### src/rtl/uart_pkg.sv
// Shared types and header formatting for the UART TX scheduler.
// Pure definitions; no latency. No flow control of its own.
package uart_pkg;

    typedef enum logic [2:0] {
        ST_IDLE,
        ST_SELECT,
        ST_HDR,
        ST_PAY,
        ST_GAP
    } uart_mux_state_t;

    localparam logic [3:0] UART_HDR_SYNC = 4'hA;

    // Sync nibble in the high half lets a receiver realign after a torn frame.
    function automatic logic [7:0] mk_hdr(input logic [3:0] ch);
        return {UART_HDR_SYNC, ch};
    endfunction

endpackage

### src/rtl/uart_tx_mux_if.sv
// Channel-word inputs and FIFO write port of the UART TX scheduler.
// Wires only; no latency. Backpressure is carried on tx_full.
interface uart_tx_mux_if #(
    parameter int N_CH   = 4,
    parameter int DATA_W = 16
);
    localparam int CH_W = (N_CH > 1) ? $clog2(N_CH) : 1;

    logic                   en;
    logic [N_CH*DATA_W-1:0] data_in;
    logic                   tx_full;
    logic                   wr_uart;
    logic [7:0]             w_data;
    logic                   busy;
    logic [CH_W-1:0]        ch_idx;

    modport master (
        input  en, data_in, tx_full,
        output wr_uart, w_data, busy, ch_idx
    );

    modport slave (
        output en, data_in, tx_full,
        input  wr_uart, w_data, busy, ch_idx
    );
endinterface

### src/rtl/uart_rr_ptr.sv
// Round-robin channel pointer; with UART_TX_MUX_CHANGE_ONLY_EN also the unchanged-word skip test.
// Pointer moves on the edge after advance; skip is combinational from the current pointer.
// No backpressure; the caller decides when to advance.
module uart_rr_ptr #(
    parameter int N_CH   = 4,
    parameter int DATA_W = 16,
    parameter int PTR_W  = 2
) (
    input  logic              clk,
    input  logic              rst_n,
    input  logic              advance,
`ifdef UART_TX_MUX_CHANGE_ONLY_EN
    input  logic [DATA_W-1:0] cur_word,
    input  logic              commit,
    input  logic [DATA_W-1:0] commit_word,
    output logic              skip,
`endif
    output logic [PTR_W-1:0]  ptr
);

    logic [PTR_W-1:0] ptr_q, ptr_d;

    always_comb begin
        ptr_d = ptr_q;
        if (advance) begin
            ptr_d = (ptr_q == PTR_W'(N_CH - 1)) ? '0 : ptr_q + 1'b1;
        end
    end

    always_ff @(posedge clk or negedge rst_n) begin
        if (!rst_n) begin
            ptr_q <= '0;
        end else begin
            ptr_q <= ptr_d;
        end
    end

    assign ptr = ptr_q;

`ifdef UART_TX_MUX_CHANGE_ONLY_EN
    logic [DATA_W-1:0] last_sent_q [N_CH];
    logic [DATA_W-1:0] last_sent_d [N_CH];
    logic [N_CH-1:0]   valid_q, valid_d;

    // Commit happens while ptr still names the channel whose frame is finishing.
    always_comb begin
        last_sent_d = last_sent_q;
        valid_d     = valid_q;
        if (commit) begin
            last_sent_d[ptr_q] = commit_word;
            valid_d[ptr_q]     = 1'b1;
        end
    end

    always_ff @(posedge clk or negedge rst_n) begin
        if (!rst_n) begin
            for (int i = 0; i < N_CH; i++) begin
                last_sent_q[i] <= '0;
            end
            valid_q <= '0;
        end else begin
            last_sent_q <= last_sent_d;
            valid_q     <= valid_d;
        end
    end

    assign skip = valid_q[ptr_q] && (cur_word == last_sent_q[ptr_q]);
`endif

endmodule

### src/rtl/uart_tx_mux.sv
// Round-robin framer: header {0xA,ch} plus MSB-first payload bytes into a UART TX FIFO (option UART_TX_MUX_CHANGE_ONLY_EN).
// First header write 3 cycles after en rises; one idle cycle follows every write.
// tx_full holds the frame in HDR/PAY without dropping or repeating bytes.
module uart_tx_mux
    import uart_pkg::*;
#(
    parameter int N_CH   = 4,
    parameter int DATA_W = 16
) (
    input logic           clk,
    input logic           rst_n,
    uart_tx_mux_if.master bus
);

    localparam int B     = DATA_W / 8;
    localparam int PTR_W = (N_CH > 1) ? $clog2(N_CH) : 1;
    localparam int BC_W  = (B > 1) ? $clog2(B) : 1;

    uart_mux_state_t   state_q, state_d;
    logic [DATA_W-1:0] frame_q, frame_d;
    logic [BC_W-1:0]   byte_cnt_q, byte_cnt_d;
    logic [PTR_W-1:0]  ch_idx_q, ch_idx_d;
    logic              wr_uart_q, wr_uart_d;
    logic [7:0]        w_data_q, w_data_d;
    logic              busy_q, busy_d;
    logic              gap_hdr_q, gap_hdr_d;

    logic [PTR_W-1:0]  ptr;
    logic              advance;
    logic [DATA_W-1:0] sel_word;
    logic [7:0]        pay_byte;
    logic              last_byte;

`ifdef UART_TX_MUX_CHANGE_ONLY_EN
    logic skip;
    logic commit;
`endif

    assign sel_word  = bus.data_in[ptr*DATA_W +: DATA_W];
    assign last_byte = (byte_cnt_q == BC_W'(B - 1));

    // byte_cnt 0 addresses the most significant byte of the snapshot.
    always_comb begin
        pay_byte = 8'h00;
        for (int b = 0; b < B; b++) begin
            if (byte_cnt_q == BC_W'(B - 1 - b)) begin
                pay_byte = frame_q[b*8 +: 8];
            end
        end
    end

    uart_rr_ptr #(
        .N_CH   (N_CH),
        .DATA_W (DATA_W),
        .PTR_W  (PTR_W)
    ) u_rr_ptr (
        .clk         (clk),
        .rst_n       (rst_n),
        .advance     (advance),
`ifdef UART_TX_MUX_CHANGE_ONLY_EN
        .cur_word    (sel_word),
        .commit      (commit),
        .commit_word (frame_q),
        .skip        (skip),
`endif
        .ptr         (ptr)
    );

    always_comb begin
        state_d    = state_q;
        frame_d    = frame_q;
        byte_cnt_d = byte_cnt_q;
        ch_idx_d   = ch_idx_q;
        w_data_d   = w_data_q;
        gap_hdr_d  = gap_hdr_q;
        wr_uart_d  = 1'b0;
        advance    = 1'b0;
`ifdef UART_TX_MUX_CHANGE_ONLY_EN
        commit     = 1'b0;
`endif
        case (state_q)
            ST_IDLE: begin
                if (bus.en) begin
                    state_d = ST_SELECT;
                end
            end
            ST_SELECT: begin
`ifdef UART_TX_MUX_CHANGE_ONLY_EN
                if (skip) begin
                    advance = 1'b1;
                    state_d = bus.en ? ST_SELECT : ST_IDLE;
                end else
`endif
                begin
                    frame_d  = sel_word;
                    ch_idx_d = ptr;
                    state_d  = ST_HDR;
                end
            end
            ST_HDR: begin
                if (!bus.tx_full) begin
                    wr_uart_d = 1'b1;
                    w_data_d  = mk_hdr(4'(ch_idx_q));
                    gap_hdr_d = 1'b1;
                    state_d   = ST_GAP;
                end
            end
            ST_PAY: begin
                if (!bus.tx_full) begin
                    wr_uart_d = 1'b1;
                    w_data_d  = pay_byte;
                    gap_hdr_d = 1'b0;
                    state_d   = ST_GAP;
`ifdef UART_TX_MUX_CHANGE_ONLY_EN
                    commit    = last_byte;
`endif
                end
            end
            ST_GAP: begin
                // The idle cycle lets tx_full catch up with the write just made.
                if (gap_hdr_q) begin
                    state_d = ST_PAY;
                end else if (!last_byte) begin
                    byte_cnt_d = byte_cnt_q + 1'b1;
                    state_d    = ST_PAY;
                end else begin
                    advance    = 1'b1;
                    byte_cnt_d = '0;
                    state_d    = bus.en ? ST_SELECT : ST_IDLE;
                end
            end
            default: begin
                state_d = ST_IDLE;
            end
        endcase
        busy_d = (state_d != ST_IDLE);
    end

    always_ff @(posedge clk or negedge rst_n) begin
        if (!rst_n) begin
            state_q    <= ST_IDLE;
            frame_q    <= '0;
            byte_cnt_q <= '0;
            ch_idx_q   <= '0;
            wr_uart_q  <= 1'b0;
            w_data_q   <= 8'h00;
            busy_q     <= 1'b0;
            gap_hdr_q  <= 1'b0;
        end else begin
            state_q    <= state_d;
            frame_q    <= frame_d;
            byte_cnt_q <= byte_cnt_d;
            ch_idx_q   <= ch_idx_d;
            wr_uart_q  <= wr_uart_d;
            w_data_q   <= w_data_d;
            busy_q     <= busy_d;
            gap_hdr_q  <= gap_hdr_d;
        end
    end

    assign bus.wr_uart = wr_uart_q;
    assign bus.w_data  = w_data_q;
    assign bus.busy    = busy_q;
    assign bus.ch_idx  = ch_idx_q;

endmodule

### src/flat_wrapper.sv
// flat-port wrapper written by rule: the top's interface ports become plain ports
module uart_tx_mux_flat import uart_pkg::*;
#(
    parameter int N_CH   = 4,
    parameter int DATA_W = 16
)
  (clk, rst_n, bus_en, bus_data_in, bus_tx_full, bus_wr_uart, bus_w_data, bus_busy, bus_ch_idx);
  uart_tx_mux_if #(.N_CH(N_CH), .DATA_W(DATA_W)) bus_i ();
  input logic clk;
  input logic rst_n;
  input wire logic [$bits(bus_i.en)-1:0] bus_en;
  input wire logic [$bits(bus_i.data_in)-1:0] bus_data_in;
  input wire logic [$bits(bus_i.tx_full)-1:0] bus_tx_full;
  output wire logic [$bits(bus_i.wr_uart)-1:0] bus_wr_uart;
  output wire logic [$bits(bus_i.w_data)-1:0] bus_w_data;
  output wire logic [$bits(bus_i.busy)-1:0] bus_busy;
  output wire logic [$bits(bus_i.ch_idx)-1:0] bus_ch_idx;
  assign bus_i.en = bus_en;
  assign bus_i.data_in = bus_data_in;
  assign bus_i.tx_full = bus_tx_full;
  assign bus_wr_uart = bus_i.wr_uart;
  assign bus_w_data = bus_i.w_data;
  assign bus_busy = bus_i.busy;
  assign bus_ch_idx = bus_i.ch_idx;
  uart_tx_mux #(.N_CH(N_CH), .DATA_W(DATA_W)) u_core (.clk(clk), .rst_n(rst_n), .bus(bus_i));
endmodule
### config.mk
export PLATFORM = sky130hd
export DESIGN_NAME = uart_tx_mux_flat
export DESIGN_NICKNAME = d
export VERILOG_FILES = /design/src/rtl/uart_pkg.sv /design/src/rtl/uart_tx_mux_if.sv /design/src/rtl/uart_rr_ptr.sv /design/src/rtl/uart_tx_mux.sv /design/src/flat_wrapper.sv
export SDC_FILE = /design/constraint.sdc
export NUM_CORES = 1
export LEC_CHECK = 0
export ABC_AREA = 1
export BUFFER_PORTS_ARGS = -buffer_cell sky130_fd_sc_hd__buf_2
export CELL_PAD_IN_SITES_DETAIL_PLACEMENT = 2
export CELL_PAD_IN_SITES_GLOBAL_PLACEMENT = 2
export CORE_MARGIN = 2
export CORE_UTILIZATION = 25
export DETAILED_ROUTE_END_ITERATION = 7
export GPL_TIMING_DRIVEN = 0
export PLACE_DENSITY = 0.78
export SLEW_MARGIN = 20
export SYNTH_ARGS = -nofsm -noshare
export SYNTH_HDL_FRONTEND = slang
export SYNTH_SLANG_ARGS = --single-unit
### constraint.sdc
create_clock -name clk -period 1.85 [get_ports clk]
set_clock_uncertainty 0.2 [all_clocks]
set_input_delay 0.185 -clock clk [delete_from_list [all_inputs] [get_ports clk]]
set_output_delay 0.185 -clock clk [all_outputs]
set_load 0.02 [all_outputs]
==> impl_metrics.env, run 1 <==
export IMPL_status="complete, no violations"
export IMPL_numCtsBuffers=5
export IMPL_cts_root_buf="clkbuf_8"
export IMPL_final_setup_worst_slack_ps=292.7
export IMPL_hpwl_um=5780
export IMPL_hold_viol=0
export IMPL_fmax_mhz=642.1
export IMPL_synthesis_nets=411
export IMPL_placementRows=34
export IMPL_use_met3_pct=2.734
export IMPL_routedWlPerCell_um=13.44
export IMPL_worstSetupPathType="flop to flop"
export IMPL_first_global_vias=2556
export IMPL_dp_cells=529
export IMPL_setup_viol=0
export IMPL_start_util_pct=25.41
export IMPL_die_y_um=97.45
export IMPL_cts_num_sinks=35
export IMPL_crit_family="flip-flops"
export IMPL_num_vias=2361
export IMPL_p_per_area_nw_per_um2=1340
export IMPL_start_kind="flop"
export IMPL_critPathRequiredTime_ps=1830
export IMPL_grt_pass1_wl_um=12610
export IMPL_grt_usage_pct=16.30
export IMPL_detail_route_wirelength_um=7230
export IMPL_post_route_period_util_pct=84.18
export IMPL_ys_seq_elements=35
export IMPL_clkTransAtPathRegs_ps=70
export IMPL_critical_path_max_stage_delay_ps=490
export IMPL_rsz0062_at_grt="false"
export IMPL_path_common_cell="nand2_1"
export IMPL_gr_usage_met1_pct=21.70
export IMPL_maxCapViolCount=0
export IMPL_syn_avg_cell_area_um2=6.384
export IMPL_setup_tns_ps=0
export IMPL_ios=80
export IMPL_dr_first_iter_drc_count=39
export IMPL_clk_latency_ps=290
export IMPL_core_area_um2=8593
export IMPL_worst_path_buf_inv=1
export IMPL_peakVddDrop_mv=0.2938
export IMPL_slew_headroom_pct=47.27
export IMPL_slowest_stage="dfrtp_1"
export IMPL_stdcell_count=538
export IMPL_ys_types=19
export IMPL_viasPerCell=4.388
export IMPL_power_leakage_nw=1.752
export IMPL_grt_start_max_net_pins=36
export IMPL_dpl_worst_slack_ps=322.8
export IMPL_crit_fanout=5
export IMPL_layout_min_cycle_time_ps=1557
export IMPL_critPathArrivalTime_ps=1540
export IMPL_critPathCaptureType="flop"
export IMPL_worst_pin_slew_ps=791.0
export IMPL_antenna_found_initial=0
export IMPL_drc=0
export IMPL_ant_nets=0
export IMPL_clock_path_buffers=2
export IMPL_grt_most_used_layer="met2"
export IMPL_cts_tree="done"
export IMPL_overflow=0
export IMPL_gp_congestion=0.7346
export IMPL_io_buffer_count=79
export IMPL_antenna_cells=0
export IMPL_nets=498
export IMPL_seq_area_frac_synth_pct=40.11
export IMPL_die_w_um=97.45
export IMPL_slew_viol_final=0
export IMPL_hold_class="primary input to flop"
export IMPL_drive_gt1_share_pct=26.28
export IMPL_crit_chain="inv_1, nor2_1, o21ai_0, nand2_1, nand2_1"
export IMPL_total_power_mw=3.785
export IMPL_htreeDepth=2
export IMPL_yosysWarnings=0
export IMPL_dr_pass1_iters=4
export IMPL_grt_use_met2_pct=27.53
export IMPL_die_area_um2=9497
export IMPL_cts_setup_buffers=0
export IMPL_syn_to_final_growth_pct=29.34
export IMPL_synth_area_um2=2183
export IMPL_syn_inst=342
[through the flow]
stage               hold WS [ps]  area, µm²  util (%)
floorplan                 -310.6       2183         -
CTS                        3.636       2824     32.86
finish                     4.351       2824     32.86
global placement           113.6       2714     31.58
detailed placement         129.5       2714     31.58
global route               27.73       2824     32.86
[cell usage after synthesis]
library cell  count  share of area (%)
nor2_1           14                2.4
inv_1            43                7.4
inv_2             5               0.86
nand3_4           1               0.80
buf_4             4                1.4
nor2_4            2                1.0
o21ai_0           6                1.4
and2_1            1               0.29
nand3_1          35                8.0
nand2_2           1               0.29
o21ai_1           1               0.23
ha_1              1               0.57
dfrtp_1          35                 40
nand2_1         176                 30
buf_2             7                1.6
or2_2             1               0.29
nor2_2            3               0.86
a21oi_1           3               0.69
buf_6             3                1.5
[final timing paths]
path,from,end,slack [ps],depth (start not counted)
setup / recovery,u_core.state_q[0],u_core.bus.w_data[5],290,5
hold / removal,bus_en,u_core.state_q[0],4,5
setup reg to reg,u_core.state_q[0],u_core.bus.w_data[5],290,5
hold reg to reg,u_core.frame_q[2],u_core.frame_q[2],290,2
max in group asynchronous,rst_n,u_core.frame_q[3],640,2
min in group asynchronous,rst_n,u_core.bus.w_data[6],310,2
[layer usage]
layer / wire, µm / vias to the layer above / share of wire, %
met5: 0 / - / 0
met4: 89 / 0 / 1.2
met3: 295 / 7 / 4.1
met2: 3509 / 55 / 49
met1: 3337 / 1110 / 46
li1: - / 1189 / -
[worst register-to-register path, cell delays in order, from the launching register on]
cell and delay, ps:
dfrtp_1 490, inv_1 160, nor2_1 280, o21ai_0 170, nand2_1 110, nand2_1 50
[power breakdown]
group | switching [mW] | internal [mW]
Combinational | 1.20 | 0.661
Sequential | 0.202 | 1.10
Clock | 0.280 | 0.340
[layout make-up]
type / instances / area, µm²
timing repair buffer: 80 / 405.4
sequential: 35 / 875.8
fill: 1107 / 5769
clock buffer: 8 / 100.1
multi-input combinational: 245 / 1028
tap: 108 / 135.1
inverter: 48 / 180.2
buffer: 14 / 98.84
[cell usage in the layout (no fill, tap or decap)]
master | Yosys | final
a21oi_1 | 3 | 3
and2_1 | 1 | 1
buf_2 | 7 | 86
buf_4 | 4 | 4
buf_6 | 3 | 3
clkbuf_1 | 0 | 1
clkbuf_8 | 0 | 7
dfrtp_1 | 35 | 35
dlygate4sd3_1 | 0 | 1
ha_1 | 1 | 1
inv_1 | 43 | 43
inv_2 | 5 | 5
nand2_1 | 176 | 176
nand2_2 | 1 | 1
nand3_1 | 35 | 35
nand3_4 | 1 | 1
nor2_1 | 14 | 14
nor2_2 | 3 | 3
nor2_4 | 2 | 2
o21ai_0 | 6 | 6
o21ai_1 | 1 | 1
or2_2 | 1 | 1
[flip-flops by register name, summed over array words and instances (netlist names)]
| signal | count |
|---|---|
| u_core.frame_q | 16 |
| u_core.bus.wr_uart | 1 |
| u_core.bus.ch_idx | 2 |
| u_core.gap_hdr_q | 1 |
| u_core.state_q | 3 |
| u_core.byte_cnt_q | 1 |
| u_core.bus.busy | 1 |
| u_core.u_rr_ptr.ptr | 2 |
| u_core.bus.w_data | 8 |
[timing repair]
item                                   in CTS  in global routing
endpoints found under the hold margin      35                  0
hold buffers                                1                  0
gates resized for setup                     0                  0
[kinds of logic after synthesis]
| family | after synthesis | synth area share (%) |
|---|---|---|
| buf+inv | 62 | 12.78 |
| flops | 35 | 40.11 |
| simple gates | 234 | 44.24 |
| compound gates | 10 | 2.292 |
| fa+ha+maj | 1 | 0.5730 |
Note: power is estimated with default switching activity, not from simulation.
==> run 2, diff against run 1 <==
--- a/config.mk
+++ b/config.mk
@@ -10,10 +10,10 @@
 export CELL_PAD_IN_SITES_DETAIL_PLACEMENT = 2
 export CELL_PAD_IN_SITES_GLOBAL_PLACEMENT = 2
 export CORE_MARGIN = 2
-export CORE_UTILIZATION = 25
+export CORE_UTILIZATION = 23
 export DETAILED_ROUTE_END_ITERATION = 7
 export GPL_TIMING_DRIVEN = 0
-export PLACE_DENSITY = 0.78
+export PLACE_DENSITY = 0.75
 export SLEW_MARGIN = 20
 export SYNTH_ARGS = -nofsm -noshare
 export SYNTH_HDL_FRONTEND = slang
==> constraint.sdc (replaced) <==
create_clock -name clk -period 1.3 [get_ports clk]
set_clock_uncertainty 0.2 [all_clocks]
set_input_delay 0.13 -clock clk [delete_from_list [all_inputs] [get_ports clk]]
set_output_delay 0.13 -clock clk [all_outputs]
set_load 0.02 [all_outputs]
==> run 2 against run 1 <==
The run now ends with hold timing, setup timing left. Sequential cell count did not move. Utilization up 5.6 points. Via count rose by 9.8%. Clock power rose by 45%. First-iteration DRC count grew 82%.
==> impl_metrics.env, run 2 (synthesis gave the netlist of run 1 again) <==
export IMPL_gr_usage_met1_pct=22.96
export IMPL_critPathRequiredTime_ps=1330
export IMPL_die_area_um2=10290
export IMPL_start_kind="flop"
export IMPL_crit_fanout=8
export IMPL_core_area_um2=9240
export IMPL_crit_chain="inv_2, nand3_4, inv_8, buf_8, nand3_2, nand3_2"
export IMPL_clk_latency_ps=300
export IMPL_viasPerCell=4.336
export IMPL_slowest_stage="dfrtp_1"
export IMPL_slew_headroom_pct=45.23
export IMPL_rsz0062_at_grt="true"
export IMPL_io_buffer_count=79
export IMPL_largest_reg_flops=16
export IMPL_grt_pass1_wl_um=14430
export IMPL_ios=80
export IMPL_critical_path_max_stage_delay_ps=430
export IMPL_drc=0
export IMPL_final_setup_worst_slack_ps=-171.2
export IMPL_cts_num_sinks=35
export IMPL_overflow=0
export IMPL_syn_to_final_growth_pct=62.58
export IMPL_post_route_period_util_pct=113.2
export IMPL_grt_start_max_net_pins=36
export IMPL_first_global_vias=2751
export IMPL_cts_root_buf="clkbuf_8"
export IMPL_grt_most_used_layer="met2"
export IMPL_critPathArrivalTime_ps=1500
export IMPL_num_vias=2593
export IMPL_final_cell_mix="nand2_1 (149), buf_2 (80), inv_1 (40)"
export IMPL_cts_tree="done"
export IMPL_worstSetupPathType="flop to flop"
export IMPL_antenna_found_initial=0
export IMPL_die_w_um=101.4
export IMPL_dr_pass1_iters=4
export IMPL_detail_route_wirelength_um=9804
export IMPL_final_common_cell="nand2_1"
export IMPL_peakVddDrop_mv=0.5239
export IMPL_reg2reg_from="u_core.state_q[1]"
export IMPL_layout_min_cycle_time_ps=1471
export IMPL_hpwl_um=5897
export IMPL_largest_register="u_core.frame_q"
export IMPL_clock_path_buffers=2
export IMPL_hold_viol=35
export IMPL_antenna_cells=0
export IMPL_nets=537
export IMPL_start_util_pct=23.63
export IMPL_drive_gt1_share_pct=39.02
export IMPL_fin_hold_ws_ps=-278.4
export IMPL_htreeDepth=2
export IMPL_power_leakage_nw=2.038
export IMPL_dr_first_iter_drc_count=71
export IMPL_die_y_um=101.4
export IMPL_p_per_area_nw_per_um2=1901
export IMPL_grt_usage_pct=18.12
export IMPL_hold_class="primary input to async pin"
export IMPL_use_met3_pct=3.037
export IMPL_status="complete, but fails checks"
export IMPL_slew_viol_final=0
export IMPL_violations="hold timing, setup timing"
export IMPL_cp_startpoint="u_core.state_q[1]"
export IMPL_routedWlPerCell_um=16.39
export IMPL_critPathCaptureType="flop"
export IMPL_maxCapViolCount=0
export IMPL_final_util_pct=38.42
export IMPL_gp_congestion=0.7257
export IMPL_worst_pin_slew_ps=821.5
export IMPL_ant_nets=0
export IMPL_clkTransAtPathRegs_ps=80
export IMPL_setup_viol=33
export IMPL_placementRows=35
export IMPL_numCtsBuffers=5
export IMPL_dpl_worst_slack_ps=-229.5
export IMPL_grt_use_met2_pct=31.74
export IMPL_fmax_mhz=679.7
export IMPL_path_common_cell="nand3_2"
export IMPL_hold_buffers=20
[run 2: final cells by class]
cell class | instances | area [µm²]
clock buffer | 8 | 100.1
sequential | 35 | 878.3
inverter | 48 | 206.4
buffer | 14 | 158.9
timing repair buffer | 118 | 797.0
multi-input combinational | 246 | 1247
tap | 129 | 161.4
fill | 1142 | 5690
[run 2: per-layer routing]
metal,up-vias,part of all wire (%)
met1,1248,42
met3,12,3.3
li1,1270,-
met4,0,1.4
met5,-,0
met2,63,54
[run 2: what timing repair did]
action                                  4_1_cts  5_1_grt
endpoints found under the setup margin       32       33
setup buffers                                 6        9
endpoints found under the hold margin        45       35
cloned                                        2        3
resized for setup                            39       60
pin swaps                                     5       21
[run 2: worst paths after layout]
| path | to | slack [ps] | cells past startpoint |
|---|---|---|---|
| min | u_core.frame_q[8] | -280 | 1 |
| min reg2reg | u_core.bus.w_data[6] | 280 | 2 |
| max | u_core.frame_q[9] | -170 | 6 |
| max in group asynchronous | u_core.state_q[2] | 610 | 1 |
| max reg2reg | u_core.frame_q[9] | -170 | 6 |
| min in group clk | u_core.frame_q[3] | 10 | 5 |
[run 2: critical path: cells and delay by family, from the launching register on]
family | cells | cell delay [ps]
DFF | 1 | 430
and+or+nand+nor | 3 | 360
buffers and inverters | 3 | 410
[run 2: where the power goes]
part | switching (mW) | internal, mW
Clock | 0.414 | 0.484
Sequential | 0.362 | 1.57
Combinational | 2.32 | 1.60
Total | 3.10 | 3.65
[run 2: per-stage QoR]
step	instance area [µm²]	power [mW]	instances	setup TNS (ps)
after CTS	3231	5.958	586	-1301
after floorplan	2183	3.680	342	0
after detailed placement	2740	4.579	550	-4006
after global placement	2740	4.439	550	-3074
final	3550	6.749	598	-3622
after global routing	3550	7.259	598	-5396
